## config.mk

```make
export PLATFORM = sky130hd
export DESIGN_NAME = dmem_tile_addr_gen
export DESIGN_NICKNAME = d
export VERILOG_FILES = /design/src/rtl/dmem_tile_addr_gen_pkg.sv /design/src/rtl/dmem_tile_addr_gen_wrap_counter.sv /design/src/rtl/dmem_tile_addr_gen.sv
export SDC_FILE = /design/constraint.sdc
export NUM_CORES = 1
export LEC_CHECK = 0
export CORE_AREA = 8 8 82 69
export CTS_BUF_LIST = sky130_fd_sc_hd__clkbuf_4 sky130_fd_sc_hd__clkbuf_8
export DETAILED_ROUTE_END_ITERATION = 12
export DIE_AREA = 0 0 90 77
export MAX_ROUTING_LAYER = met4
export PLACE_DENSITY = 0.71
export SYNTH_ARGS = -nofsm -noshare
export SYNTH_HDL_FRONTEND = slang
export SYNTH_SLANG_ARGS = --single-unit
```

## constraint.sdc

```tcl
create_clock -name clk -period 2.7 [get_ports clk]
set_clock_uncertainty 0.15 [all_clocks]
set_input_delay 0.54 -clock clk [delete_from_list [all_inputs] [get_ports clk]]
set_output_delay 0.54 -clock clk [all_outputs]
set_load 0.02 [all_outputs]
```

## src/rtl/dmem_tile_addr_gen_pkg.sv

```systemverilog
// Shared types and width helpers for the dmem tile address generator.
//   agen_state_e : walk FSM encoding (IDLE -> RUN -> DONE -> IDLE)
//   idx_w(n)     : index width for a counter over n values, never below 1 bit
package dmem_addr_pkg;

  typedef enum logic [1:0] {
    IDLE = 2'd0,
    RUN  = 2'd1,
    DONE = 2'd2
  } agen_state_e;

  function automatic int unsigned idx_w(input int unsigned n);
    return (n > 1) ? $clog2(n) : 1;
  endfunction

endpackage

```

## src/rtl/dmem_tile_addr_gen_wrap_counter.sv

```systemverilog
// Modulo-MAX up counter with synchronous clear and load.
//   clk, rst  : clock, async active-high reset (value -> 0)
//   en        : advance by one, wrapping MAX-1 -> 0
//   clr       : force to 0 (highest priority)
//   load      : take load_val (beats en)
//   value     : current count
//   wrap      : value is MAX-1, so the next en wraps
module wrap_counter
  import dmem_addr_pkg::*;
#(
  parameter int unsigned MAX = 2,
  parameter int unsigned W   = 1
) (
  input  logic         clk,
  input  logic         rst,
  input  logic         en,
  input  logic         clr,
  input  logic         load,
  input  logic [W-1:0] load_val,
  output logic [W-1:0] value,
  output logic         wrap
);

  localparam logic [W-1:0] LAST = W'(MAX - 1);

  logic [W-1:0] value_q, value_d;

  assign wrap  = (value_q == LAST);
  assign value = value_q;

  always_comb begin
    value_d = value_q;
    if (clr)       value_d = '0;
    else if (load) value_d = load_val;
    else if (en)   value_d = wrap ? '0 : value_q + W'(1);
  end

  always_ff @(posedge clk or posedge rst) begin
    if (rst) value_q <= '0;
    else     value_q <= value_d;
  end

endmodule

```

## src/rtl/dmem_tile_addr_gen.sv

```systemverilog
// Data-memory address generator for the binary MLP datapath.
// Walks NUM_BLK blocks of SUB_BLK words, for cfg_passes passes, rotating the
// starting block by ROT_STEP each pass, and issues one address per valid/ready
// handshake.
//   clk, rst                  : clock, async active-high reset
//   start, abort              : begin walk (IDLE only) / cancel walk
//   cfg_base, cfg_passes      : latched on an accepted start
//   addr_ready / addr_valid   : dmem read-port handshake
//   dmem_addr                 : base + blk*SUB_BLK + sub, mod 2**ADDR_W
//   blk_idx, sub_idx, pass_idx: current walk position
//   first_of_pass, last_of_pass, nxt_start_block : pass framing
//   busy, done                : not IDLE / one-cycle completion pulse
module dmem_tile_addr_gen
  import dmem_addr_pkg::*;
#(
  parameter  int unsigned ADDR_W   = 7,
  parameter  int unsigned NUM_BLK  = 8,
  parameter  int unsigned SUB_BLK  = 8,
  parameter  int unsigned PASS_W   = 4,
  parameter  int unsigned ROT_STEP = 1,
  localparam int unsigned BLK_W    = idx_w(NUM_BLK),
  localparam int unsigned SUB_W    = idx_w(SUB_BLK)
) (
  input  logic              clk,
  input  logic              rst,
  input  logic              start,
  input  logic              abort,
  input  logic [ADDR_W-1:0] cfg_base,
  input  logic [PASS_W-1:0] cfg_passes,
  input  logic              addr_ready,
  output logic              addr_valid,
  output logic [ADDR_W-1:0] dmem_addr,
  output logic [BLK_W-1:0]  blk_idx,
  output logic [SUB_W-1:0]  sub_idx,
  output logic [PASS_W-1:0] pass_idx,
  output logic              first_of_pass,
  output logic              last_of_pass,
  output logic [BLK_W-1:0]  nxt_start_block,
  output logic              busy,
  output logic              done
);

  localparam int unsigned     ROT_MOD  = ROT_STEP % NUM_BLK;
  localparam logic [BLK_W:0]  NB_EXT   = (BLK_W + 1)'(NUM_BLK);
  localparam logic [BLK_W-1:0] LAST_BLK = BLK_W'(NUM_BLK - 1);
  localparam bit              SUB_POW2 = ((SUB_BLK & (SUB_BLK - 1)) == 0);

  agen_state_e       state_q, state_d;
  logic [ADDR_W-1:0] base_q, base_d;
  logic [PASS_W-1:0] passes_q, passes_d;
  logic [BLK_W-1:0]  pass_start_q, pass_start_d;

  logic [SUB_W-1:0]  sub_q;
  logic [BLK_W-1:0]  blk_q;
  logic [PASS_W-1:0] pass_q;
  logic              sub_wrap, blk_wrap, pass_wrap;
  logic              unused_wraps;

  logic              run, fire, start_ok, pass_end, final_beat, clr_all;
  logic [BLK_W:0]    rot_sum;
  logic [BLK_W-1:0]  nxt_blk, last_blk;
  logic [ADDR_W-1:0] blk_off;

  assign unused_wraps = blk_wrap ^ pass_wrap;

  assign run      = (state_q == RUN);
  assign fire     = run & addr_ready;
  assign start_ok = (state_q == IDLE) & start & ~abort;

  // Start block of the next pass: one conditional subtract suffices since
  // both operands are already below NUM_BLK.
  assign rot_sum  = {1'b0, pass_start_q} + (BLK_W + 1)'(ROT_MOD);
  assign nxt_blk  = (rot_sum >= NB_EXT) ? BLK_W'(rot_sum - NB_EXT) : BLK_W'(rot_sum);
  assign last_blk = (pass_start_q == '0) ? LAST_BLK : pass_start_q - BLK_W'(1);

  assign pass_end   = sub_wrap & (blk_q == last_blk);
  assign final_beat = pass_end & (pass_q == passes_q - PASS_W'(1));
  // Counters return to zero whenever the walk starts, ends or is abandoned,
  // so idle index outputs read 0.
  assign clr_all    = start_ok | abort | (fire & final_beat);

  wrap_counter #(.MAX(SUB_BLK), .W(SUB_W)) u_sub (
    .clk(clk), .rst(rst), .en(fire), .clr(clr_all), .load(1'b0),
    .load_val('0), .value(sub_q), .wrap(sub_wrap)
  );

  // At a pass boundary blk jumps to the rotated start instead of incrementing.
  wrap_counter #(.MAX(NUM_BLK), .W(BLK_W)) u_blk (
    .clk(clk), .rst(rst), .en(fire & sub_wrap), .clr(clr_all),
    .load(fire & pass_end), .load_val(nxt_blk), .value(blk_q), .wrap(blk_wrap)
  );

  wrap_counter #(.MAX(2 ** PASS_W), .W(PASS_W)) u_pass (
    .clk(clk), .rst(rst), .en(fire & pass_end), .clr(clr_all), .load(1'b0),
    .load_val('0), .value(pass_q), .wrap(pass_wrap)
  );

  always_comb begin
    state_d      = state_q;
    base_d       = base_q;
    passes_d     = passes_q;
    pass_start_d = pass_start_q;
    if (clr_all)              pass_start_d = '0;
    else if (fire & pass_end) pass_start_d = nxt_blk;
    case (state_q)
      IDLE: if (start_ok) begin
        base_d   = cfg_base;
        passes_d = cfg_passes;
        state_d  = (cfg_passes != '0) ? RUN : DONE;
      end
      RUN: begin
        if (abort)                   state_d = IDLE;
        else if (fire & final_beat)  state_d = DONE;
      end
      DONE:    state_d = IDLE;
      default: state_d = IDLE;
    endcase
  end

  always_ff @(posedge clk or posedge rst) begin
    if (rst) begin
      state_q      <= IDLE;
      base_q       <= '0;
      passes_q     <= '0;
      pass_start_q <= '0;
    end else begin
      state_q      <= state_d;
      base_q       <= base_d;
      passes_q     <= passes_d;
      pass_start_q <= pass_start_d;
    end
  end

  generate
    if (SUB_POW2) begin : g_shift
      assign blk_off = ADDR_W'(blk_q) << $clog2(SUB_BLK);
    end else begin : g_mul
      assign blk_off = ADDR_W'(blk_q) * ADDR_W'(SUB_BLK);
    end
  endgenerate

  assign addr_valid      = run;
  assign dmem_addr       = run ? base_q + blk_off + ADDR_W'(sub_q) : '0;
  assign blk_idx         = blk_q;
  assign sub_idx         = sub_q;
  assign pass_idx        = pass_q;
  assign first_of_pass   = run & (sub_q == '0) & (blk_q == pass_start_q);
  assign last_of_pass    = run & pass_end;
  assign busy            = (state_q != IDLE);
  assign nxt_start_block = busy ? nxt_blk : '0;
  // An abort landing in DONE suppresses the pulse in that same cycle.
  assign done            = (state_q == DONE) & ~abort;

endmodule

```

# After elaboration in Yosys (flattened, before gate mapping)
# Cells that the tools add are included.
dict set report word_totals {
  wordCells 73
  rom_bits 0
  ram_bits 0
  regBits 26
  latchBits 0
  inputBits 16
  output_inout_bits 25
  n_memories 0
}
dict set report classes {
  shift 0
  n_lt_le_gt_ge 1
  bitwise_logic 15
  div 0
  n_eq_ne 10
  muxes 21
  reduce_logical 10
  addsub 9
  mul 0
}
# op n
set ops {}
lappend ops {{$mux 3} 12}
lappend ops {{$and 1x1->1} 12}
lappend ops {{$mux 4} 3}
lappend ops {{$mux 2} 4}
lappend ops {{$add 7x3->7} 1}
lappend ops {{$add 7x6->7} 1}
lappend ops {{$mux 7} 1}
lappend ops {{$add 3x1->3 const B} 2}
lappend ops {{$eq 3x3->1} 2}
lappend ops {{$eq 3x3->1 const B} 2}
lappend ops {{$logic_not 3->1} 2}
lappend ops {{$reduce_bool 2->1} 3}
lappend ops {{$sub 3x1->3 const B} 2}
lappend ops {{$add 3x1->4 const B} 1}
lappend ops {{$add 4x1->4 const B} 1}
lappend ops {{$eq 4x4->1} 1}
lappend ops {{$eq 4x4->1 const B} 1}
lappend ops {{$ge 4x4->1 const B} 1}
lappend ops {{$pmux 2 s2} 1}
lappend ops {{$reduce_and 2->1} 2}
lappend ops {{$reduce_bool 4->1} 1}
lappend ops {{$sub 4x1->4 const B} 1}
lappend ops {{$ne 3x2->1 const B} 1}
lappend ops {{$reduce_bool 3->1} 1}
lappend ops {{other kinds (6)} 7}

# Logic depth before layout (Yosys ltp)
dict set report logic_depth {
  word_depth 9
  ltp_mapped 9
  mapped_depth_nobuf 7
}

# Hierarchy
# Synthesis repeated with hierarchy kept, for this count alone.
dict set report unflattened {
  cells_unflattened 202
  area_unflattened_um2 1970.6
}
# mod seq_area_each_um2 cells_each n_inst area_each_um2
set modules_own_cells {}
lappend modules_own_cells {dmem_tile_addr_gen 400.4 140 1 1338.8}
lappend modules_own_cells {{wrap_counter at u_blk ...} 75.1 17 2 191.4}
lappend modules_own_cells {{wrap_counter at u_pass} 100.1 28 1 249.0}

# Least setup slack after synthesis
# OpenSTA, ideal clock, no wires.
dict set report synth_timing {
  path_type {reg2out}
  from {register u_sub.value_q[0] (netlist: u_sub.value[0])}
  to {output dmem_addr[6]}
  required_ns 2.010
  stages_incl_launch_ff 8
  arrival_ns 1.865
  n_path_buf 0
  slack_ns 0.145
  path_cell_list {dfrtp_1 > ha_1 > fa_1 > a21o_1 > a21oi_1 > o21bai_1 > mux2i_1 > nand2_1}
}
dict set report synth_between {
  elab_chain_cells 2
}
# item line_no
set synth_lines {}
lappend synth_lines {{from (decl)} dmem_tile_addr_gen_wrap_counter.sv:26} ;# logic [W-1:0] value_q, value_d;
lappend synth_lines {{from (signal assigned)} dmem_tile_addr_gen_wrap_counter.sv:40} ;# else value_q <= value_d;
lappend synth_lines {{$add 7x3->7} dmem_tile_addr_gen.sv:143} ;# assign dmem_addr = run ? base_q + blk_off + ADDR_W'(sub_q) : '0;
lappend synth_lines {{$mux 7} dmem_tile_addr_gen.sv:143}
lappend synth_lines {{to (decl)} dmem_tile_addr_gen.sv:32} ;# output logic [ADDR_W-1:0] dmem_addr,
# Every way passes these cells.

# Final worst setup path
dict set report layout_timing {
  from {register u_sub.value_q[1] (netlist: u_sub.value[1])}
  to {output dmem_addr[6]}
}
# Same word-level chain as after synthesis.

==> impl_results.md <==
- Commonest non-fill, non-tap cell in the layout: clkdlybuf4s50_1
- Antenna-violating nets left: 0
- Clock Pin Slew Worst Setup and Hold Paths: 0.10 ns
- Power Dens Cells: 408 nW/um^2
- HPWL Detailed: around 3600 um
- Sink Count: 26
- Ports: 41
- FF-to-FF path depth: 10
- Hold_buf cts: 0
- RSZ-0062 raised after global routing: true
- Avg WL per Cell: 14.1 um
- Final core utilization: 58.7%
- Worst-Margin Slew: 0.449 ns
- Worst hold-check path type: reg2reg
- Critical path origin: u_sub.value[1]
- Placed cells: ~310
- Antenna diode count: 0
- Max-slew violations: 0
- Antenna violations before repair: 0
- Final period utilization: 98.6%
- Synth Warn #: 0
- Max clock buf depth: 2
- Startpoint Class: flip-flop
- FF-to-FF Start: u_sub.value[0]
- Crit path required time: 2.01 ns
- Crit path kind: reg2out
- Max cap viols: 0
- Routed WL: 4490 um
- GPL Wtd Cong: ~0.82
- Setup-failing EPs final: 0
- Die ar.: 6930 um^2
- Buffers on Ports: 40
- Initial drt markers: 55
- Die width: ~90 um
- Post-synth top area cell: dfrtp_1
- Hold WS: 0.349 ns
- Mapped Cells: 198
- Final Hold Fails: 0
- CTS buffer count: 3
- Slew HR: 70.0%
- Peak supply drop: approximately 0.30 mV
- CTS Root Cell: clkbuf_8
- Cell variety after synth: 47
- Die height: 77 um
- First-pass iteration count of the detailed router: 4
- Area grow syn2layout: 36.7%
- Critical Path Sink Type: output pin
- Number of global-route vias before repair: between 1500 and 2000
- Final TNS setup: 0 ns
- WHS Path Cells: 1
- Mapped Area: between 1500 and 2000 um^2
- Core Region: 4400 um^2
- R2R setup slack: 0.25 ns
- Commonest cells after routing, fill and taps aside: 31 x clkdlybuf4s50_1, 27 x buf_4, 25 x dfrtp_1, 15 x ha_1, 13 x a21oi_1
- DR vias: 1666
- Largest net degree at the start of global routing: 27
- Starting Density: between 40% and 50%
- Row count: 22
- Yosys top cell area share: 34.4%
- Critical path arrival: around 2.0 ns
- Worst-path fanout max: 3
- Syn Nets: 231
- Non-Filler Instances: 319
- Via-to-Cell Ratio: ~5.2
- Period minus WS final: 2.66 ns
- Ratio of cells with drive above 1 in the final layout: 18.5%
- Mapped Avg Cell Area: 9.55 um^2
- Total Routing Usage GR: 13.1%
- First-pass GRT wire length: 7600 um
- Worst setup margin: 0.0385 ns
- Status: completed
- Critical path capture point: dmem_addr[6]
- Leakage: approximately 1.2 nW
- Yosys reg bits: 26
- H-tree levels: 1
- CTS tree: done
- Clock latency at the later pin of the worst-skew pair: approximately 0.27 ns
- Place WS: -0.221 ns
- Remaining global-route overflow: 0
- Sequential share of the synthesized area: about a third
- DR DRC count: 0
- Fmax achieved: 376 MHz
- Fin nets: about 290
- RR Endpoint: pass_start_q[0]
- Largest cells by area after synthesis: dfrtp_1 34%, ha_1 11%, mux2_1 5.4%
[how the worst min path moves through the flow]
stage / from / to / slack [ns]
final: base_q[2] / base_q[2] / 0.35
after CTS: base_q[2] / base_q[2] / 0.35
after global routing: base_q[2] / base_q[2] / 0.37
after floorplan: base_q[0] / base_q[0] / 0.31
after global placement: base_q[0] / base_q[0] / 0.32
after detailed placement: base_q[2] / base_q[2] / 0.33
[kinds of logic (layout without fill, tap and decap cells)]
group / Yosys count / count (layout) / synth area share [%]
compound gates: 43 / 43 / 14.4
mux: 13 / 13 / 7.54
xor+xnor: 14 / 14 / 6.48
buf+inv: 18 / 79 / 4.10
flops: 26 / 26 / 34.4
fa+ha+maj: 17 / 17 / 11.6
simple gates: 67 / 67 / 21.5
[Yosys cell counts, drive strengths merged]
master	n
inv	10
nand3	10
nand2	11
o21bai	2
a21boi	1
nor3	7
dfrtp	26
ha	16
nand4	1
mux2	10
and3	3
xor2	4
buf	6
o21ai	10
nand2b	2
a21o	4
xnor2	10
nor2	10
a311oi	2
nor3b	7
nand3b	2
o21a	2
nor4	1
mux2i	3
nand4b	4
and2	3
or4	2
clkbuf	2
o32ai	1
nor4b	2
o31ai	1
nor2b	2
a211oi	1
a21oi	14
fa	1
a31oi	5
[final cells by class]
cell class	instances	area, um^2
clock buffer	4	55.1
fill	411	1820
inverter	10	37.5
multi-input combinational	154	1180
sequential	26	652
tap	60	75.1
timing repair buffer	65	589
[power by group]
group	switching [W]	internal [W]
registers	0.0000273	0.000428
logic	0.000185	0.000160
clock network	0.000123	0.000130
[routing by layer]
| layer | global-route usage (%) | part of all wire [%] |
|---|---|---|
| met5 | - | 0 |
| met2 | 19.6 | 45 |
| met3 | 2.53 | 3.1 |
| met4 | 2.99 | 0.76 |
| met1 | 17.9 | 51 |
[timing repair]
action,in CTS,in global routing
endpoints found under the setup margin,7,7
buffers inserted,0,2
pin swaps,0,4
resized for setup,23,11
[per-stage QoR]
stage          power [W]  area, um^2
2_1_floorplan   0.000678        1890
5_1_grt          0.00111        2590
3_3_place_gp    0.000804        2500
3_5_place_dp    0.000811        2500
6_report         0.00105        2590
4_1_cts          0.00105        2550
[state kept, by name, summed over array words and instances (netlist names)]
signal,flops
base_q,7
pass_start_q,3
u_pass.value,4
u_blk.value,3
state_q,2
u_sub.value,3
passes_q,4
[critical path, stage by stage (launching register included)]
cell	delay (ns)
dfrtp_2	0.43
buf_4	0.14
fa_2	0.38
a21o_1	0.17
a21oi_2	0.14
o21bai_1	0.09
mux2i_1	0.14
nand2_1	0.07
buf_6	0.13
Power figures use the tool's default switching activity.
